`src/rtl/mul_exec_unit_if.sv`:
```
// Execute-stage multiply port bundle: request side from the register file read
// ports, result side toward the register file write port.
interface mul_exec_unit_if #(parameter int WIDTH = 64);
  logic             start;
  logic [1:0]       op;
  logic [WIDTH-1:0] busa;
  logic [WIDTH-1:0] busb;
  logic [4:0]       rd;
  logic             flush;
  logic             busy;
  logic [WIDTH-1:0] busw;
  logic [4:0]       rw;
  logic             regwr;

  modport master (
    output start, op, busa, busb, rd, flush,
    input  busy, busw, rw, regwr
  );

  modport slave (
    input  start, op, busa, busb, rd, flush,
    output busy, busw, rw, regwr
  );
endinterface

```
`src/rtl/mul_exec_unit.sv`:
```
// Iterative shift-add multiplier (MUL / UMULH / SMULH), one multiplier bit per
// cycle, writing its result to the register file for a single cycle.
//
// state | meaning
// IDLE  | waiting for start; operands captured on start
// RUN   | WIDTH shift-add iterations
// FIX   | sign correction and result select
// WB    | regwr pulse
module mul_exec_unit #(
  parameter int WIDTH = 64
) (
  input logic           clk,
  input logic           reset_n,
  mul_exec_unit_if.slave bus
);

  localparam int CW = $clog2(WIDTH + 1);
  localparam logic [CW-1:0] CNT_LAST = CW'(WIDTH - 1);

  typedef enum logic [1:0] {IDLE, RUN, FIX, WB} state_t;

  state_t             state;
  logic [2*WIDTH:0]   acc;
  logic [WIDTH-1:0]   mcand;
  logic [WIDTH-1:0]   mplier;
  logic [CW-1:0]      cnt;
  logic               neg;
  logic [1:0]         op_q;
  logic [4:0]         rd_q;
  logic [WIDTH-1:0]   busw_q;
  logic [4:0]         rw_q;
  logic               regwr_q;

  logic [WIDTH-1:0]   abs_a;
  logic [WIDTH-1:0]   abs_b;
  logic [WIDTH:0]     sum;
  logic [2*WIDTH-1:0] prod;

  // The most negative operand negates to itself, which read as unsigned is 2^(WIDTH-1).
  always_comb begin
    abs_a = bus.busa[WIDTH-1] ? (~bus.busa + WIDTH'(1)) : bus.busa;
    abs_b = bus.busb[WIDTH-1] ? (~bus.busb + WIDTH'(1)) : bus.busb;
    sum   = acc[2*WIDTH:WIDTH] + (mplier[0] ? {1'b0, mcand} : {(WIDTH+1){1'b0}});
    prod  = neg ? (~acc[2*WIDTH-1:0] + (2*WIDTH)'(1)) : acc[2*WIDTH-1:0];
  end

  always_ff @(posedge clk or negedge reset_n) begin
    if (!reset_n) begin
      state   <= IDLE;
      acc     <= '0;
      mcand   <= '0;
      mplier  <= '0;
      cnt     <= '0;
      neg     <= 1'b0;
      op_q    <= '0;
      rd_q    <= '0;
      busw_q  <= '0;
      rw_q    <= '0;
      regwr_q <= 1'b0;
    end else begin
      regwr_q <= 1'b0;
      case (state)
        IDLE: begin
          if (bus.start && !bus.flush) begin
            op_q <= bus.op;
            rd_q <= bus.rd;
            acc  <= '0;
            cnt  <= '0;
            if (bus.op == 2'b10) begin
              mcand  <= abs_a;
              mplier <= abs_b;
              neg    <= bus.busa[WIDTH-1] ^ bus.busb[WIDTH-1];
            end else begin
              mcand  <= bus.busa;
              mplier <= bus.busb;
              neg    <= 1'b0;
            end
            state <= RUN;
          end
        end
        RUN: begin
          if (bus.flush) begin
            state <= IDLE;
          end else begin
            acc    <= {1'b0, sum, acc[WIDTH-1:1]};
            mplier <= mplier >> 1;
            cnt    <= cnt + CW'(1);
            if (cnt == CNT_LAST) state <= FIX;
          end
        end
        FIX: begin
          if (bus.flush) begin
            state <= IDLE;
          end else begin
            busw_q  <= (op_q == 2'b01 || op_q == 2'b10) ? prod[2*WIDTH-1:WIDTH]
                                                         : prod[WIDTH-1:0];
            rw_q    <= rd_q;
            regwr_q <= 1'b1;
            state   <= WB;
          end
        end
        WB:      state <= IDLE;
        default: state <= IDLE;
      endcase
    end
  end

  assign bus.busy  = (state != IDLE);
  assign bus.busw  = busw_q;
  assign bus.rw    = rw_q;
  assign bus.regwr = regwr_q;

endmodule

```
`src/flat_wrapper.sv`:
```
// flat-port wrapper written by rule: the top's interface ports become plain ports
module mul_exec_unit_flat 
#(
  parameter int WIDTH = 64
)
  (clk, reset_n, bus_start, bus_op, bus_busa, bus_busb, bus_rd, bus_flush, bus_busy, bus_busw, bus_rw, bus_regwr);
  mul_exec_unit_if #(.WIDTH(WIDTH)) bus_i ();
  input logic clk;
  input logic reset_n;
  input wire logic [$bits(bus_i.start)-1:0] bus_start;
  input wire logic [$bits(bus_i.op)-1:0] bus_op;
  input wire logic [$bits(bus_i.busa)-1:0] bus_busa;
  input wire logic [$bits(bus_i.busb)-1:0] bus_busb;
  input wire logic [$bits(bus_i.rd)-1:0] bus_rd;
  input wire logic [$bits(bus_i.flush)-1:0] bus_flush;
  output wire logic [$bits(bus_i.busy)-1:0] bus_busy;
  output wire logic [$bits(bus_i.busw)-1:0] bus_busw;
  output wire logic [$bits(bus_i.rw)-1:0] bus_rw;
  output wire logic [$bits(bus_i.regwr)-1:0] bus_regwr;
  assign bus_i.start = bus_start;
  assign bus_i.op = bus_op;
  assign bus_i.busa = bus_busa;
  assign bus_i.busb = bus_busb;
  assign bus_i.rd = bus_rd;
  assign bus_i.flush = bus_flush;
  assign bus_busy = bus_i.busy;
  assign bus_busw = bus_i.busw;
  assign bus_rw = bus_i.rw;
  assign bus_regwr = bus_i.regwr;
  mul_exec_unit #(.WIDTH(WIDTH)) u_core (.clk(clk), .reset_n(reset_n), .bus(bus_i));
endmodule
```
`config.mk`:
```
export PLATFORM = sky130hd
export DESIGN_NAME = mul_exec_unit_flat
export DESIGN_NICKNAME = d
export VERILOG_FILES = /design/src/rtl/mul_exec_unit_if.sv /design/src/rtl/mul_exec_unit.sv /design/src/flat_wrapper.sv
export SDC_FILE = /design/constraint.sdc
export NUM_CORES = 1
export LEC_CHECK = 0
export ABC_CLOCK_PERIOD_IN_PS = 4100
export BUFFER_PORTS_ARGS = -buffer_cell sky130_fd_sc_hd__buf_2
export CORE_UTILIZATION = 55
export DETAILED_ROUTE_END_ITERATION = 10
export PLACE_DENSITY_LB_ADDON = 0.05
export SYNTH_ARGS = -nofsm -noshare
export SYNTH_HDL_FRONTEND = slang
export SYNTH_SLANG_ARGS = --single-unit
```
`constraint.sdc`:
```
create_clock -name clk -period 4.1 [get_ports clk]
set_input_delay 0.205 -clock clk [delete_from_list [all_inputs] [get_ports clk]]
set_output_delay 0.205 -clock clk [all_outputs]
set_load 0.005 [all_outputs]
```
# Word level (Yosys, flattened, before mapping)
# Cells that the tools add are included.
# W data, S select, Z words.
dict set report totals {
  memories 0
  latch_bits 0
  ram_bits 0
  rom_bits 0
  out_inout_bits 71
  reg_bits 344
  wordCells 65
  in_bits 139
}
dict set report classes {
  add_sub_neg 5
  mul 0
  bitwise_logic 5
  n_reduce_logical 10
  order_cmp 0
  shifts 0
  div_mod_pow 0
  eq_ne 10
  muxes 24
}
# cell n
set op_table {}
lappend op_table {{$mux W64} 8}
lappend op_table {{$mux W129} 2}
lappend op_table {{$pmux W129 S2} 1}
lappend op_table {{$add A128 B1 Y128 const B} 1}
lappend op_table {{$add A64 B1 Y64 const B} 2}
lappend op_table {{$mux W128} 1}
lappend op_table {{$not A128 Y128} 1}
lappend op_table {{$not A64 Y64} 2}
lappend op_table {{$pmux W64 S2} 1}
lappend op_table {{$add A65 B65 Y65} 1}
lappend op_table {{$mux W7} 2}
lappend op_table {{$pmux W7 S2} 1}
lappend op_table {{$eq A2 B2 Y1 const B} 4}
lappend op_table {{$mux W2} 4}
lappend op_table {{$pmux W2 S4} 1}
lappend op_table {{$add A7 B1 Y7 const B} 1}
lappend op_table {{$eq A7 B6 Y1 const B} 1}
lappend op_table {{$reduce_and A2 Y1} 3}
lappend op_table {{$eq A2 B1 Y1 const B} 2}
lappend op_table {{$reduce_bool A2 Y1} 2}
lappend op_table {{$mux W1} 3}
lappend op_table {{$ne A3 B2 Y1 const B} 1}
lappend op_table {{$reduce_and A3 Y1} 1}
lappend op_table {{$logic_not A2 Y1} 1}
lappend op_table {{7 further kinds} 7}

# Depth between registers and ports, before layout
dict set report logic_depth {
  word_depth 6
  mapped_depth 14
}

# Worst setup path before layout
# OpenSTA, ideal clock, no wires.
dict set report synth_path {
  path_kind {register to register}
  from {register u_core.mplier[0]}
  to {register u_core.acc[121]}
  required_time_ns 3.978
  slack_ns 0.363
  arrival_time_ns 3.615
  path_stages_with_launch 15
  setup_time_ns 0.122
  n_path_buf 1
  synth_period_minus_slack_ns 3.737
  path_cell_list {dfrtp_1 > clkbuf_1 > and2_1 > ha_1 > inv_1 > fa_1 > nor2b_1 > o2111ai_1 > a21oi_1 > a211oi_1 > or4_1 > a2111oi_0 > o21ai_0 > a21o_1 > a32o_1}
}
dict set report synth_via {
  elab_chain_cells 4
}
# element line_no
set synth_lines {}
lappend synth_lines {{start, declared} mul_exec_unit.sv:25} ;# logic [WIDTH-1:0] mplier;
lappend synth_lines {{start signal, assigned} mul_exec_unit.sv:71} ;# mplier <= abs_b;
lappend synth_lines {{start signal, assigned} mul_exec_unit.sv:75} ;# mplier <= bus.busb;
lappend synth_lines {{start signal, assigned} mul_exec_unit.sv:86} ;# mplier <= mplier >> 1;
lappend synth_lines {{$mux W64} mul_exec_unit.sv:43} ;# sum = acc[2*WIDTH:WIDTH] + (mplier[0] ? {1'b0, mcand} : {(WIDTH+1){1'b0}});
lappend synth_lines {{$add A65 B65 Y65} mul_exec_unit.sv:43}
lappend synth_lines {{$mux W129} mul_exec_unit.sv:82} ;# if (bus.flush) begin
lappend synth_lines {{$pmux W129 S2} mul_exec_unit.sv:62} ;# case (state)
lappend synth_lines {{end signal, assigned} mul_exec_unit.sv:85} ;# acc <= {1'b0, sum, acc[WIDTH-1:1]};
lappend synth_lines {{end, declared} mul_exec_unit.sv:23} ;# logic [2*WIDTH:0] acc;
# Every way passes these cells. The select of a mux whose other input is x is not followed.
# A chain may end at the register's enable or synchronous reset.

# Worst setup path after layout
dict set report layout_path {
  from {register u_core.acc[51]}
  to {register u_core.busw_q[56], in the netlist u_core.bus.busw[56]}
}
dict set report layout_via {
  elab_chain_cells 4
}
# element line_no
set layout_lines {}
lappend layout_lines {{$not A128 Y128} mul_exec_unit.sv:44} ;# prod = neg ? (~acc[2*WIDTH-1:0] + (2*WIDTH)'(1)) : acc[2*WIDTH-1:0];
lappend layout_lines {{$add A128 B1 Y128} mul_exec_unit.sv:44}
lappend layout_lines {{$mux W128} mul_exec_unit.sv:44}
lappend layout_lines {{$mux W64} mul_exec_unit.sv:95} ;# busw_q <= (op_q == 2'b01 || op_q == 2'b10) ? prod[2*WIDTH-1:WIDTH]
lappend layout_lines {{end signal, assigned} mul_exec_unit.sv:95}
lappend layout_lines {{end, declared} mul_exec_unit.sv:30} ;# logic [WIDTH-1:0] busw_q;
# Every way passes these cells.

==> results.sh <==
export IMPL_drive_gt1_share_pct=12.6
export IMPL_synth_flop_cell="dfrtp_1"
export IMPL_cts_sinks=343
export IMPL_reg2reg_slack_ns=0.08
export IMPL_fmax_mhz=249
export IMPL_critPathKind="flop to flop"
export IMPL_final_hold_viol_count=0
export IMPL_drt_pre_antenna_iters=6
export IMPL_grt_max_degree=188
export IMPL_slew_headroom_pct=22.4
export IMPL_synthTopCellsByArea="dfrtp_1, nand2_1, o21ai_0, xor2_1, xnor2_1"
export IMPL_p_switching_mw=4.63
export IMPL_worst_ep_arrival_time_ns=4.43
export IMPL_power_leakage_nw=12.4
export IMPL_grt_ovfl_total=0
export IMPL_antenna_found_initial=0
export IMPL_async_flop_share_pct=100
export IMPL_die_h_um=208
export IMPL_ys_seq_elements=343
export IMPL_synthToLayoutAreaGrowth_pct=18.3
export IMPL_required_ns=4.51
export IMPL_holdPathEnd="u_core.mcand[16]"
export IMPL_seqPwrFrac_pct=36.4
export IMPL_r2r_start="u_core.acc[51]"
export IMPL_critPathLaunch="u_core.acc[51]"
export IMPL_p_per_area_mw_per_mm2=447
export IMPL_finalWirelength_mm=75.3
export IMPL_drtAntennaViolNets=0
export IMPL_drv_cap=0
export IMPL_cp_max_fo=9
export IMPL_drc=0
export IMPL_path_clk_slew_ns=0.06
export IMPL_grt_pass1_wl_mm=120
export IMPL_numPortBuffers=209
export IMPL_finalSetupTns_ns=0
export IMPL_dp_worst_setup_slack_ns=-0.207
export IMPL_finClkSkew_ns=0.0257
export IMPL_synth_top_cell_area_share_pct=36.9
export IMPL_cts_root_buffer="clkbuf_16"
export IMPL_reg2reg_depth=9
export IMPL_clockBufferDepth=3
export IMPL_dpl_cell_count=3518
export IMPL_ir_drop_mv=0.336
export IMPL_outcome="finished, final reports clean"
export IMPL_setup_ws_ns=0.0835
export IMPL_p_int_mw=7.67
export IMPL_rows=74
export IMPL_min_period_over_period_pct=98.0
export IMPL_numCtsBuffers=40
export IMPL_core_area_mm2=0.0413
export IMPL_p_comb_share_pct=34.1
export IMPL_grt_pass1_vias=21700
export IMPL_viasPerCell=6.23
export IMPL_dieArea_mm2=0.0431
export IMPL_start_util_pct=56.3
export IMPL_grtUsageTotal_pct=34.6
export IMPL_worstHoldStart="bus_busa[16]"
export IMPL_clk_latency_ns=0.57
export IMPL_io_pin_count=210
export IMPL_rsz0062_at_grt="no"
export IMPL_fin_cells=3698
export IMPL_syn_avg_cell_area_um2=8.14
export IMPL_synth_edff_count=0
export IMPL_tightest_slew_ns=1.16
export IMPL_power_mw=12.3
export IMPL_ys_seq_area_share_pct=36.9
export IMPL_synthesis_area_mm2=0.0233
export IMPL_start_kind="flop"
export IMPL_final_common_cell="nand2_1"
export IMPL_netlist_cell_type_count=77
export IMPL_routedWlPerCell_um=20.4
export IMPL_netlist_instances=2857
export IMPL_pwr_share_clk_pct=29.5
export IMPL_critPathCaptureType="flop"
export IMPL_drt_iter0_drc=2718
export IMPL_fill_cells=3440
export IMPL_yosysTopAreaCell="dfrtp_1"
export IMPL_min_path_cells=3
export IMPL_swShare_pct=37.6
export IMPL_design_final_nets=3342
export IMPL_hp_class="input port to flop"
export IMPL_layout_common_cells="nand2_1, dfrtp_1, o21ai_0, buf_2, nor2_1"
export IMPL_fin_util_pct=66.6
export IMPL_num_vias=23100
export IMPL_r2r_end="u_core.bus.busw[56]"
export IMPL_htreeDepth=2
export IMPL_setup_viol=0
export IMPL_slew_violations=0
export IMPL_ys_warnings_count=0
export IMPL_die_w_um=208
export IMPL_synth_nets=3065
export IMPL_cts_tree="built"
export IMPL_dpl_hpwl_mm=54.5
export IMPL_period_needed_ns=4.02
export IMPL_post_cts_buffers=0
export IMPL_place_congestion=1.00
[worst max path at each step]
stage                          end  slack, ns  cells past startpoint
2_1_floorplan      u_core.acc[121]       0.36                     14
3_3_place_gp       u_core.acc[125]      -0.14                     13
3_5_place_dp       u_core.acc[125]      -0.21                     13
4_1_cts            u_core.acc[125]       0.02                     13
5_1_grt            u_core.acc[125]       0.02                     13
6_report       u_core.bus.busw[56]       0.08                      9
[kinds of logic after synthesis]
family / Yosys count / share of synthesized area, %
DFF: 343 / 36.9
AOI/OAI and AO/OA: 844 / 22.4
adders and majority gates: 69 / 3.75
and+or+nand+nor: 1105 / 22.5
buffers and inverters: 202 / 3.34
xor gates and xnor gates: 285 / 10.7
muxes: 9 / 0.387
[final cells by class]
cell class	count	area (um2)	share of cell area, %
clock buffer	58	1160	4.21
tap	532	666	2.42
sequential	343	8590	31.2
multi-input combinational	2312	14000	50.8
timing repair buffer	402	2820	10.2
antenna	1	2.50	0.00909
clock inverter	15	175	0.637
inverter	35	131	0.477
[through the flow]
step / instance area, um2 / hold WS, ns
2_1_floorplan: 23300 / -0.0906
4_1_cts: 27500 / 0.000398
3_3_place_gp: 25100 / 0.230
5_1_grt: 27500 / 0.0183
6_report: 27500 / 0.0227
3_5_place_dp: 25100 / 0.234
[worst max-delay path, stage by stage, from the launching register on]
cell and delay, ns:
dfrtp_1 0.43, or4_4 0.58, or4_4 0.48, or4b_4 0.52
or4_4 0.64, nor3_1 0.40, buf_4 0.22, a31oi_1 0.10
xnor2_1 0.30, o221ai_1 0.16
[synth_stat cells (all sizes together) (15+ instances only)]
cell type,count
nand2,476
o21ai,346
dfrtp,343
nor2,167
a21oi,160
clkbuf,152
xor2,152
xnor2,133
nand3,104
and2,75
ha,68
a22oi,65
nor3,62
o31ai,62
or3,47
nand4,36
nor4,36
or4,36
inv,33
a21o,30
o41ai,29
a211oi,20
a31oi,20
o221ai,18
nand2b,17
o21bai,17
buf,15
[per-layer routing]
metal | GRT usage (%) | vias to the layer above | routed length (um)
met3 | 3.63 | 155 | 5520
met2 | 54.8 | 1052 | 33900
met4 | 10.9 | 0 | 2280
li1 | - | 10800 | -
met1 | 49.9 | 11000 | 33600
met5 | 0 | - | 0
[power groups by stage]
stage                     combinational, mW  clock, mW  sequential [mW]
after floorplan                        2.65          0             4.29
after global placement                 3.96          0             4.49
after detailed placement               4.02          0             4.51
after CTS                              4.12       3.68             4.45
after global routing                   4.58       3.80             4.52
final                                  4.19       3.63             4.48
[registers in the layout (all words and copies together), names as in the netlist, 5 cells and up]
register / cells
u_core.acc: 128
u_core.bus.busw: 64
u_core.mcand: 64
u_core.mplier: 64
u_core.cnt: 7
u_core.bus.rw: 5
u_core.rd_q: 5
[repair_timing]
item                                   CTS  global route
gates resized for setup                  2             4
hold buffers                           106             0
pin swaps                                0             1
endpoints found under the hold margin  183             0
setup endpoints to repair                2             3
(Power assumes the default switching activity.)
